### src/rtl/nibble_serial_adder_pkg.sv
// Shared definitions for the nibble-serial adder.
//   - FSM state encoding (2 bits)
//   - default WIDTH/SLICE values and a helper that sizes the slice index register
package nibble_serial_adder_pkg;

  localparam int NSA_WIDTH_DEF = 32;
  localparam int NSA_SLICE_DEF = 4;

  typedef enum logic [1:0] {
    ST_IDLE = 2'd0,
    ST_BUSY = 2'd1,
    ST_DONE = 2'd2
  } nsa_state_e;

  // Width of an index that counts 0..n_slices-1; never narrower than 1 bit.
  function automatic int nsa_idx_w(input int n_slices);
    return (n_slices > 1) ? $clog2(n_slices) : 1;
  endfunction

endpackage

### src/rtl/nibble_serial_adder_carry_slice.sv
// Combinational SLICE-bit adder with carry in/out.
// Ports:
//   a_i, b_i  : SLICE-bit operands
//   cin_i     : carry in
//   sum_o     : SLICE-bit sum
//   cout_o    : carry out
module carry_slice #(
  parameter int SLICE = 4
) (
  input  logic [SLICE-1:0] a_i,
  input  logic [SLICE-1:0] b_i,
  input  logic             cin_i,
  output logic [SLICE-1:0] sum_o,
  output logic             cout_o
);

  assign {cout_o, sum_o} = {1'b0, a_i} + {1'b0, b_i} + {{SLICE{1'b0}}, cin_i};

endmodule

### src/rtl/nibble_serial_adder.sv
// Multi-cycle WIDTH-bit adder: one SLICE-bit add per cycle, LSB slice first,
// carry registered between slices. Valid/ready handshake on both sides.
// Optional feature macro: NIBBLE_SERIAL_ADDER_SUB_EN adds the in_sub port (A-B).
// Ports:
//   clk, rst_n            : clock, async active-low reset
//   in_valid/in_ready     : operand handshake (ready only while idle)
//   in_a, in_b            : operands
//   in_sub                : subtract select (only with NIBBLE_SERIAL_ADDER_SUB_EN)
//   out_valid/out_ready   : result handshake
//   out_sum               : A+B (or A-B) mod 2^WIDTH
//   out_carry             : carry out of MSB slice (subtract: 1 = no borrow)
//   out_ovf               : signed overflow
//
// state   | meaning
// --------+---------------------------------------------
// ST_IDLE | waiting for operands, in_ready=1
// ST_BUSY | adding slice idx_q each cycle
// ST_DONE | result held on outputs until out_ready
import nibble_serial_adder_pkg::*;

module nibble_serial_adder #(
  parameter int WIDTH = NSA_WIDTH_DEF,
  parameter int SLICE = NSA_SLICE_DEF
) (
  input  logic             clk,
  input  logic             rst_n,
  input  logic             in_valid,
  output logic             in_ready,
  input  logic [WIDTH-1:0] in_a,
  input  logic [WIDTH-1:0] in_b,
`ifdef NIBBLE_SERIAL_ADDER_SUB_EN
  input  logic             in_sub,
`endif
  output logic             out_valid,
  input  logic             out_ready,
  output logic [WIDTH-1:0] out_sum,
  output logic             out_carry,
  output logic             out_ovf
);

  localparam int N     = WIDTH / SLICE;
  localparam int IDX_W = nsa_idx_w(N);
  localparam logic [IDX_W-1:0] LAST_IDX = IDX_W'(N - 1);

  generate
    if ((WIDTH % SLICE) != 0) begin : g_bad_width
      $error("nibble_serial_adder: WIDTH must be a multiple of SLICE");
    end
  endgenerate

  nsa_state_e       state_q, state_d;
  logic [WIDTH-1:0] a_q, a_d, b_q, b_d, sum_q, sum_d;
  logic [IDX_W-1:0] idx_q, idx_d;
  logic             carry_q, carry_d;
  logic             oc_q, oc_d;
  logic             ovf_q, ovf_d;

  logic             sub_w;
  logic [SLICE-1:0] sl_a, sl_b, sl_s;
  logic             sl_c;

`ifdef NIBBLE_SERIAL_ADDER_SUB_EN
  assign sub_w = in_sub;
`else
  assign sub_w = 1'b0;
`endif

  assign sl_a = a_q[int'(idx_q)*SLICE +: SLICE];
  assign sl_b = b_q[int'(idx_q)*SLICE +: SLICE];

  carry_slice #(.SLICE(SLICE)) u_slice (
    .a_i    (sl_a),
    .b_i    (sl_b),
    .cin_i  (carry_q),
    .sum_o  (sl_s),
    .cout_o (sl_c)
  );

  always_comb begin
    state_d = state_q;
    a_d     = a_q;
    b_d     = b_q;
    sum_d   = sum_q;
    idx_d   = idx_q;
    carry_d = carry_q;
    oc_d    = oc_q;
    ovf_d   = ovf_q;
    case (state_q)
      ST_IDLE: begin
        if (in_valid) begin
          state_d = ST_BUSY;
          a_d     = in_a;
          // Subtract is A + ~B + 1: invert B and seed the carry.
          b_d     = sub_w ? ~in_b : in_b;
          carry_d = sub_w;
          idx_d   = '0;
          oc_d    = 1'b0;
          ovf_d   = 1'b0;
        end
      end
      ST_BUSY: begin
        sum_d[int'(idx_q)*SLICE +: SLICE] = sl_s;
        carry_d = sl_c;
        idx_d   = idx_q + 1'b1;
        if (idx_q == LAST_IDX) begin
          state_d = ST_DONE;
          idx_d   = '0;
          oc_d    = sl_c;
          // sl_s[SLICE-1] is the final sum MSB, written this same cycle.
          ovf_d   = (a_q[WIDTH-1] == b_q[WIDTH-1]) && (sl_s[SLICE-1] != a_q[WIDTH-1]);
        end
      end
      ST_DONE: begin
        if (out_ready) state_d = ST_IDLE;
      end
      default: state_d = ST_IDLE;
    endcase
  end

  always_ff @(posedge clk or negedge rst_n) begin
    if (!rst_n) begin
      state_q <= ST_IDLE;
      a_q     <= '0;
      b_q     <= '0;
      sum_q   <= '0;
      idx_q   <= '0;
      carry_q <= 1'b0;
      oc_q    <= 1'b0;
      ovf_q   <= 1'b0;
    end else begin
      state_q <= state_d;
      a_q     <= a_d;
      b_q     <= b_d;
      sum_q   <= sum_d;
      idx_q   <= idx_d;
      carry_q <= carry_d;
      oc_q    <= oc_d;
      ovf_q   <= ovf_d;
    end
  end

  assign in_ready  = (state_q == ST_IDLE);
  assign out_valid = (state_q == ST_DONE);
  assign out_sum   = sum_q;
  assign out_carry = oc_q;
  assign out_ovf   = ovf_q;

endmodule
### config.mk
export PLATFORM = sky130hd
export DESIGN_NAME = nibble_serial_adder
export DESIGN_NICKNAME = d
export VERILOG_FILES = /design/src/rtl/nibble_serial_adder_pkg.sv /design/src/rtl/nibble_serial_adder_carry_slice.sv /design/src/rtl/nibble_serial_adder.sv
export SDC_FILE = /design/constraint.sdc
export NUM_CORES = 1
export LEC_CHECK = 0
export BUFFER_PORTS_ARGS = -buffer_cell sky130_fd_sc_hd__buf_2
export CAP_MARGIN = 20
export CORE_AREA = 2 2 96 98
export CTS_BUF_LIST = sky130_fd_sc_hd__clkbuf_8
export DETAILED_ROUTE_END_ITERATION = 12
export DIE_AREA = 0 0 98 100
export HOLD_SLACK_MARGIN = 0.12
export PLACE_DENSITY_LB_ADDON = 0.2
export SLEW_MARGIN = 20
export SYNTH_ARGS = -nofsm -noshare
export SYNTH_HDL_FRONTEND = slang
export SYNTH_SLANG_ARGS = --single-unit
### constraint.sdc
create_clock -name clk -period 4.1 [get_ports clk]
set_clock_uncertainty 0.05 [all_clocks]
set_input_delay 0.615 -clock clk [delete_from_list [all_inputs] [get_ports clk]]
set_output_delay 0.615 -clock clk [all_outputs]
set_load 0.05 [all_outputs]
======== After elaboration in Yosys (flattened, before gate mapping) ========
Index checks and enable logic that the tools add are counted.
word-level totals
  bits in read-only memories .............. 0
  register bits after elaboration ......... 104
  input port bits ......................... 68
  memories kept ........................... 0
  RAM bits ................................ 0
  output and inout bits ................... 36
  latch bits .............................. 0
  word-level logic and storage cells ...... 45
cells by class
  order comparisons ....................... 0
  bitwise operators ....................... 0
  reduce and logical (&&, ||, !) cells .... 7
  add/sub/neg operators ................... 4
  mux-type cells .......................... 14
  shift operators ......................... 4
  div/mod/pow operators ................... 0
  multipliers ............................. 0
  equal/unequal tests ..................... 8
operator list
  cell                       count
  $shiftx A32 B6 Y4          2
  $neg A5 Y33                1
  $shift A4 B33 Y32 const A  1
  $shiftx A4 B33 Y32         1
  $bwmux W32                 1
  $mux W2                    3
  $mux W3                    2
  $pmux W1 S2                3
  $pmux W2 S3                1
  $pmux W3 S2                1
  $reduce_and A3 Y1          2
  $add A4 B4 Y5              1
  $add A5 B1 Y5              1
  $ne A2 B2 Y1 const B       2
  $reduce_and A2 Y1          2
  $add A3 B1 Y3 const B      1
  $eq A3 B3 Y1 const B       1
  $mux W1                    3
  $eq A2 B1 Y1 const B       1
  $eq A2 B2 Y1 const B       1
  $logic_not A2 Y1           1
  $ne A2 B1 Y1 const B       1
  $reduce_bool A2 Y1         1
  $eq A1 B1 Y1               1
  other kinds (2)            2

======== Longest topological paths before layout ========
Gate-level depths: netlist of the first run.
  depth after elaboration ................. 7
  depth in mapped cells ................... 10
  depth with buffers taken out ............ 8

======== Hierarchy ========
A second synthesis of the first run with hierarchy kept.
unflattened totals
  cells, all modules ...................... 348
  area, all modules ....................... 5161.2 um^2
by module, submodules not included
  module               seq. area each (um^2)  area an instance (um^2)  cells an instance  times used
  nibble_serial_adder  2602.5                 5017.3                   332                1
  carry_slice          0.0                    143.9                    16                 1

======== Least setup slack after synthesis of the first run ========
Ideal clock, no wire load.
  path kind ............................... register to register
  start point ............................. register idx_q[0]
  end point ............................... register sum_q[6] (netlist: out_sum[6])
  required time ........................... 3922 ps
  path buffers ............................ 2
  period minus slack after synthesis ...... 3046 ps
  stages on the path, launching flop included .. 11
  library setup time ...................... 128 ps
  arrival time ............................ 2869 ps
  path slack .............................. 1054 ps
  path through ............................ dfrtp_1 buf_4 buf_2 mux4_2 nand2_1 nand2_1 fa_1 fa_1 xnor2_1 nor3_1 mux2_1
on the way
  word-level cells in the longest chain between the ends .. 5
  elaborated cells on any way between the ends .. 8
  those cells by class .................... add/sub (3); shift (4); mux (1)
ends and longest elaborated chain
  element                                      line                                                  text
  from (decl)                                  nibble_serial_adder.sv:53                             logic [IDX_W-1:0] idx_q, idx_d;
  from (signal assigned)                       nibble_serial_adder.sv:135                            idx_q <= idx_d;
  $shiftx A32 B6 Y4, on equally long branches  nibble_serial_adder.sv:68, nibble_serial_adder.sv:69
  $add A4 B4 Y5                                nibble_serial_adder_carry_slice.sv:17                 assign {cout_o, sum_o} = {1'b0, a_i} + {1'b0, b_i} + {{SLICE{1'b0}}, cin_i};
  $add A5 B1 Y5                                nibble_serial_adder_carry_slice.sv:17
  $shiftx A4 B33 Y32                           nibble_serial_adder.sv:102                            sum_d[int'(idx_q)*SLICE +: SLICE] = sl_s;
  $bwmux W32 (*)                               nibble_serial_adder.sv:102
  to (signal assigned)                         nibble_serial_adder.sv:134                            sum_q <= sum_d;
  to (decl)                                    nibble_serial_adder.sv:52                             logic [WIDTH-1:0] a_q, a_d, b_q, b_d, sum_q, sum_d;
Mark *: on every way between the ends. The rest lies on a longest branch, timed or not.
A chain may end at the register's enable or synchronous reset.

======== Worst setup path in the final report of the first run ========
  start point ............................. register idx_q[0]
  end point ............................... register sum_q[14] (netlist: out_sum[14])
Same word-level chain as after synthesis.

==> metrics, run 1 <==
outcome=completed; filler cell count=742; Final Hold Fails=0; DRC=0; Starting Density=0.537; post-route ant nets=0; CTS tree=done; row cnt=35; n_diodes=0; Unique masters post-synth=42; MaxCap Viol Count=0; measured slew at the worst slew-check pin=0.950 ns; gr ovfl total=0; vias in the first global route=around 3500; initial antenna violation count=0; HP Class=in2async; first-pass GRT wire length=17100 µm; full die area=between 9000 and 10000 µm²; die span in y=approximately 100 µm; #FFs+latches synth=104; final instance area=5590 µm²; main combinational cell family by area after synthesis=simple AND/OR/NAND/NOR gates; maximum number of pins on one net before global-route repair=77; Clk Latency, worst-skew pair=0.37 ns; Worst Setup SP=idx_q[0]$_DFFE_PN0P_; post-synthesis xor/xnor area fraction=0.00367; DR vias=3498; CTS resizes=0; pwr dens=between 800 and 900 nW/µm²; worst path required time=4.31 ns; Setup TNS=0 ns; IO Port Bufs=103; type of element launching the critical path=register; Inserted Clock Buffers=9; register area=2600 µm²; Setup violations, final=0; Die Wd=roughly 100 µm; mean area per synthesized cell=10.3 µm²; register area share after synthesis=0.545; Layout area overhead=17.1%; Post-Syn Area=4770 µm²; cells after synthesis=462; final layout net count=631; postcts setup bufs=0; layout cells sized above 1=0.275; Pins Over Slew Limit=0; Placement Cell Area=5350 µm²; Ys Warns=0; clock buffer depth=2; root buffer cell=clkbuf_8; vias per cell=approximately 5.2; first-pass detailed-route iteration total=4; minimum clock period=3.41 ns; Tot GR Track Use=0.222; drt wl/cell=15.1 µm; cell leakage power=3.02 nW; post-synthesis compound-gate area fraction=0.0215; worst r2r src=idx_q[0]$_DFFE_PN0P_; gpl congestion=0.881; CP endpoint kind=register; Core ar.=~8900 µm²; Synth Area in Adders=0.0267; Reg clk slew, reported paths=0.10 ns; portion of netlist area occupied by mux cells=0.156; CP arrival=around 3.6 ns; Max Fclk=0.294 GHz; slew margin rel.=0.367; area of the multi-input gates=2060 µm²; Hold-fix buffers, CTS=0; Clock Sinks=104; # IOs=approximately 100; Post-DP HPWL=7280 µm; Crit Path Category=reg2reg; fin crit share=0.831; DRT Wirelength=10100 µm; Post-Synth Simple-Gate Area=0.221; Peak VDD IR=0.413 mV; CP max FO=13; DR iter-0 viols=about 200; unrepaired setup endpoints after global routing=false; H-tree Lvls=3; Syn Nets=approximately 540
-- metrics by stage --
stage	total power [mW]	hold slack [ns]	utilization	instances	setup WS, ns
6_report	4.98	0.310	0.628	670	0.694
5_1_grt	5.34	0.362	0.628	670	0.412
4_1_cts	5.02	0.361	0.628	670	0.623
3_5_place_dp	4.28	0.410	0.602	654	0.638
3_3_place_gp	4.20	0.404	0.601	654	0.683
2_1_floorplan	3.65	0.269	-	462	1.05
-- flip-flops by register name (all words and copies together) (netlist names) --
name       count
out_sum       32
b_q           32
carry_q        1
state_q        2
idx_q          3
out_ovf        1
out_carry      1
a_q           32
-- cell usage in the layout, fill, tap and decap left out, types with 3 or more instances in the layout --
master	n
nand2_1	223
dfrtp_1	104
buf_2	102
mux2_1	21
mux4_2	16
clkbuf_8	11
ha_1	7
mux2_2	6
nand3b_1	5
nor3b_1	4
nand3_1	4
mux2_4	4
o21ai_0	4
inv_1	3
nor2_1	3
nor3_1	3
buf_4	3
-- final cells by class --
cell class                 count  area share
timing repair buffer         105      0.0954
inverter                       5     0.00336
tap                          111      0.0249
sequential                   104       0.466
clock buffer                  11      0.0271
clock inverter                 5      0.0155
multi-input combinational    329       0.368
-- layer usage --
metal	part of all wire	up-vias	track usage	routed length (µm)
met5	0	-	0	0
met4	0.015	0	0.0684	149
met3	0.049	13	0.0487	490
met2	0.49	96	0.370	4980
met1	0.44	1697	0.294	4470
li1	-	1692	-	-
-- final timing paths --
kind / slack (ns) / end / cells past startpoint
min: 0.31 / out_sum[20]$_DFFE_PN0P_ / 1
max reg2reg: 0.69 / out_sum[14]$_DFFE_PN0P_ / 8
min reg2reg: 0.43 / a_q[22]$_DFFE_PN0P_ / 2
max in group asynchronous: 2.73 / a_q[16]$_DFFE_PN0P_ / 2
min in group clk: 0.37 / a_q[3]$_DFFE_PN0P_ / 3
max: 0.69 / out_sum[14]$_DFFE_PN0P_ / 8
-- power by group --
group          internal, mW  switching (mW)
Combinational         0.951            1.49
Sequential             1.46           0.343
Clock                 0.383           0.353
-- cells in the mapped netlist --
| library cell | number | area [µm²] |
|---|---|---|
| a21o_1 | 1 | 7.51 |
| nor4_2 | 1 | 12.5 |
| mux4_2 | 16 | 360 |
| dfrtp_1 | 104 | 2600 |
| nor4_1 | 2 | 12.5 |
| nand3b_1 | 5 | 37.5 |
| buf_1 | 7 | 26.3 |
| inv_2 | 2 | 7.51 |
| nor4b_1 | 1 | 8.76 |
| a32oi_1 | 1 | 8.76 |
| xnor2_1 | 1 | 8.76 |
| nor3_2 | 1 | 10.0 |
| buf_2 | 6 | 30.0 |
| xor2_1 | 1 | 8.76 |
| inv_1 | 3 | 11.3 |
| nand2_1 | 224 | 841 |
| o21bai_1 | 1 | 7.51 |
| fa_1 | 2 | 40.0 |
| buf_4 | 2 | 15.0 |
| o31ai_1 | 1 | 7.51 |
| nor3b_1 | 4 | 30.0 |
| mux2_4 | 4 | 60.1 |
| and3_1 | 1 | 6.26 |
| nor3_1 | 3 | 15.0 |
| clkbuf_1 | 9 | 33.8 |
| ha_1 | 7 | 87.6 |
| or4_1 | 1 | 7.51 |
| nand2b_1 | 2 | 12.5 |
| or3_1 | 1 | 6.26 |
| mux2i_1 | 2 | 20.0 |
| o21ai_1 | 1 | 5.00 |
| o21ai_0 | 4 | 20.0 |
| nand4b_1 | 1 | 8.76 |
| and2b_1 | 1 | 7.51 |
| a2111oi_4 | 1 | 27.5 |
| and2_1 | 1 | 6.26 |
| a21oi_1 | 2 | 10.0 |
| mux2_1 | 21 | 236 |
| mux2_2 | 6 | 67.6 |
| nor2_1 | 3 | 11.3 |
| a22o_1 | 1 | 8.76 |
| nand3_1 | 4 | 20.0 |
-- worst max-delay path, stage by stage, from the launching register on --
cell	delay [ns]
dfrtp_1	0.85
mux4_2	0.60
nand2_1	0.08
nand2_1	0.09
fa_1	0.45
fa_1	0.41
xnor2_1	0.29
nor3_1	0.15
mux2_1	0.33
-- logic make-up after synthesis --
kind of cell | count (synthesis)
adder cells (fa/ha/maj) | 9
AO/OA/AOI/OAI | 13
flip-flops | 104
XOR/XNOR | 2
AND/OR/NAND/NOR | 256
multiplexers | 49
buffers and inverters | 29
(Power assumes the default switching activity.)
==> inputs of run 2 (changes only) <==
==> constraint.sdc (replaced) <==
create_clock -name clk -period 3.4 [get_ports clk]
set_clock_uncertainty 0.05 [all_clocks]
set_input_delay 0.51 -clock clk [delete_from_list [all_inputs] [get_ports clk]]
set_output_delay 0.51 -clock clk [all_outputs]
set_load 0.05 [all_outputs]
==> run 2 against run 1 <==
Worst setup slack got worse by 0.36 ns; sequential share of layout area decreased by 0.083 points; total power increased by 20%; worst hold slack got worse by 0.15 ns; clock power increased by 8.7%; register-to-register slack got worse by 0.36 ns; wire length increased by 0.34%; sequential power increased by 18%; global-route usage about the same; core utilization increased by 0.11 points; flip-flop and latch count unchanged; critical path type unchanged.
==> metrics, run 2 (synthesis gave the netlist of run 1 again) <==
outcome=completed (unchanged); unrepaired setup endpoints after global routing=false (unchanged); Crit Path Category=reg2reg (unchanged); hold_ws=0.155 ns (was 0.310 ns); Core ar.=8890 µm² (unchanged); Final Hold Fails=0 (unchanged); DR vias=3552 (was 3498); slew margin rel.=0.310 (was 0.367); drt wl/cell=15.0 µm (was 15.1 µm); row cnt=35 (unchanged); clock buffer depth=2 (unchanged); die span in y=100 µm (unchanged); CTS resizes=0 (unchanged); MaxCap Viol Count=0 (unchanged); r2r setup slk=0.33 ns (was 0.69 ns); n_diodes=0 (unchanged); type of element launching the critical path=register (unchanged); first-pass GRT wire length=17200 µm (was 17100 µm); Die Wd=98 µm (unchanged); worst path required time=3.60 ns (was 4.31 ns); postcts setup bufs=0 (unchanged); CP delay by family, top=multiplexers (unchanged); minimum clock period=3.07 ns (was 3.41 ns); DRT Wirelength=10100 µm (about the same); gpl congestion=0.821 (was 0.881); DR iter-0 viols=125 (was 204); Reg clk slew, reported paths=0.10 ns (about the same); vias per cell=5.27 (was 5.22); full die area=9800 µm² (unchanged); IO Port Bufs=103 (unchanged); root buffer cell=clkbuf_8 (unchanged); CP max stage cell=mux4_2 (was dfrtp_1); Layout area overhead=17.3% (was 17.1%); CP max FO=7 (was 13); max incr delay on CP=0.55 ns (was 0.85 ns); CTS tree=done (unchanged); Clock Sinks=104 (unchanged); Setup TNS=0 ns (unchanged); layout cells sized above 1=0.281 (was 0.275); WP buf/inv=0 (unchanged); # IOs=104 (unchanged); pwr dens=1070 nW/µm² (was 892 nW/µm²); Post-DP HPWL=7470 µm (was 7280 µm); initial antenna violation count=0 (unchanged); CP arrival=3.27 ns (was 3.62 ns); Pins Over Slew Limit=0 (unchanged); Hold-fix buffers, CTS=0 (unchanged); DRC=0 (unchanged); maximum number of pins on one net before global-route repair=67 (was 77); post-route ant nets=0 (unchanged); gr ovfl total=0 (unchanged); Max Fclk=0.326 GHz (was 0.294 GHz); cell leakage power=3.02 nW (about the same); HP Class=in2async (unchanged); Worst Setup SP=idx_q[0]$_DFFE_PN0P_ (unchanged); Clk Latency, worst-skew pair=0.36 ns (was 0.37 ns); worst reg-to-reg path cell count=8 (unchanged); Tot GR Track Use=0.222 (about the same); CP cell instances=mux4_2 > nand2_1 > nand2_1 > fa_1 > fa_1 > xnor2_1 > nor3_1 > mux2_1 (unchanged); most frequent cells in the layout=nand2_1 (223), dfrtp_1 (104), buf_2 (102) (unchanged); measured slew at the worst slew-check pin=1.03 ns (was 0.950 ns); H-tree Lvls=3 (unchanged); Peak VDD IR=0.432 mV (was 0.413 mV); most common cell after layout, fill and taps aside=nand2_1 (unchanged); Inserted Clock Buffers=9 (unchanged); final layout net count=636 (was 631); Starting Density=0.537 (unchanged); CP endpoint kind=register (unchanged); worst r2r src=idx_q[0]$_DFFE_PN0P_ (unchanged); first-pass detailed-route iteration total=4 (unchanged); fin crit share=0.902 (was 0.831); Setup violations, final=0 (unchanged); vias in the first global route=3523 (was 3520); Reg-to-Reg End=out_sum[6]$_DFFE_PN0P_ (was out_sum[14]$_DFFE_PN0P_)
## run 2: changes by cell type in the layout (fill, tap and decap cells not counted)
cell       previous run  this run
bufinv_16             2         1
nand2_4               1         0
nand2_2               0         1
and2_4                1         0
inv_6                 2         1
and2_2                0         1
buf_12                0         1
buf_4                 3         7
clkinv_2              0         1
## run 2: worst max path at each step
stage                                          to  depth (start not counted)
after floorplan            out_sum[6]$_DFFE_PN0P_                         10
after global placement    out_sum[14]$_DFFE_PN0P_                          8
after detailed placement  out_sum[14]$_DFFE_PN0P_                          8
after CTS                 out_sum[14]$_DFFE_PN0P_                          8
after global routing      out_sum[30]$_DFFE_PN0P_                          8
final                      out_sum[6]$_DFFE_PN0P_                          8
## run 2: power breakdown
group | switching (mW) | internal, mW | total (mW)
registers | 0.365 | 1.76 | 2.13
logic | 1.86 | 1.18 | 3.04
clock network | 0.420 | 0.380 | 0.800
## run 2: layer usage
layer / share of wire / vias to the layer above / track usage
met2: 0.50 / 77 / 0.380
met3: 0.037 / 11 / 0.0306
li1: - / 1709 / -
met1: 0.44 / 1755 / 0.297
met5: 0 / - / 0
met4: 0.015 / 0 / 0.0705
## run 2: worst reg2reg max path, stage by stage (launching register included)
cell and delay (ns):
dfrtp_1 0.54, mux4_2 0.55, nand2_1 0.08, nand2_1 0.07, fa_1 0.44, fa_1 0.43
xnor2_1 0.33, nor3_1 0.15, mux2_1 0.32
## run 2: per-stage QoR
| step | utilization | std cells | area (µm²) | power [mW] | worst slack [ns] |
|---|---|---|---|---|---|
| 2_1_floorplan | - | 462 | 4770 | 4.40 | 0.354 |
| 3_3_place_gp | 0.607 | 659 | 5390 | 5.10 | 0.388 |
| 3_5_place_dp | 0.607 | 659 | 5390 | 5.21 | 0.308 |
| 4_1_cts | 0.630 | 674 | 5600 | 6.01 | 0.290 |
| 5_1_grt | 0.630 | 674 | 5600 | 6.40 | 0.140 |
| 6_report | 0.630 | 674 | 5600 | 5.97 | 0.332 |
## run 2: area by class of cell
cell class	instances	area, µm²
Sequential cell	104	2600
Clock buffer	11	151
Fill cell	742	3290
Timing Repair Buffer	110	583
Clock inverter	4	52.6
Inverter	5	18.8
Multi-Input combinational cell	329	2050
Tap cell	111	139
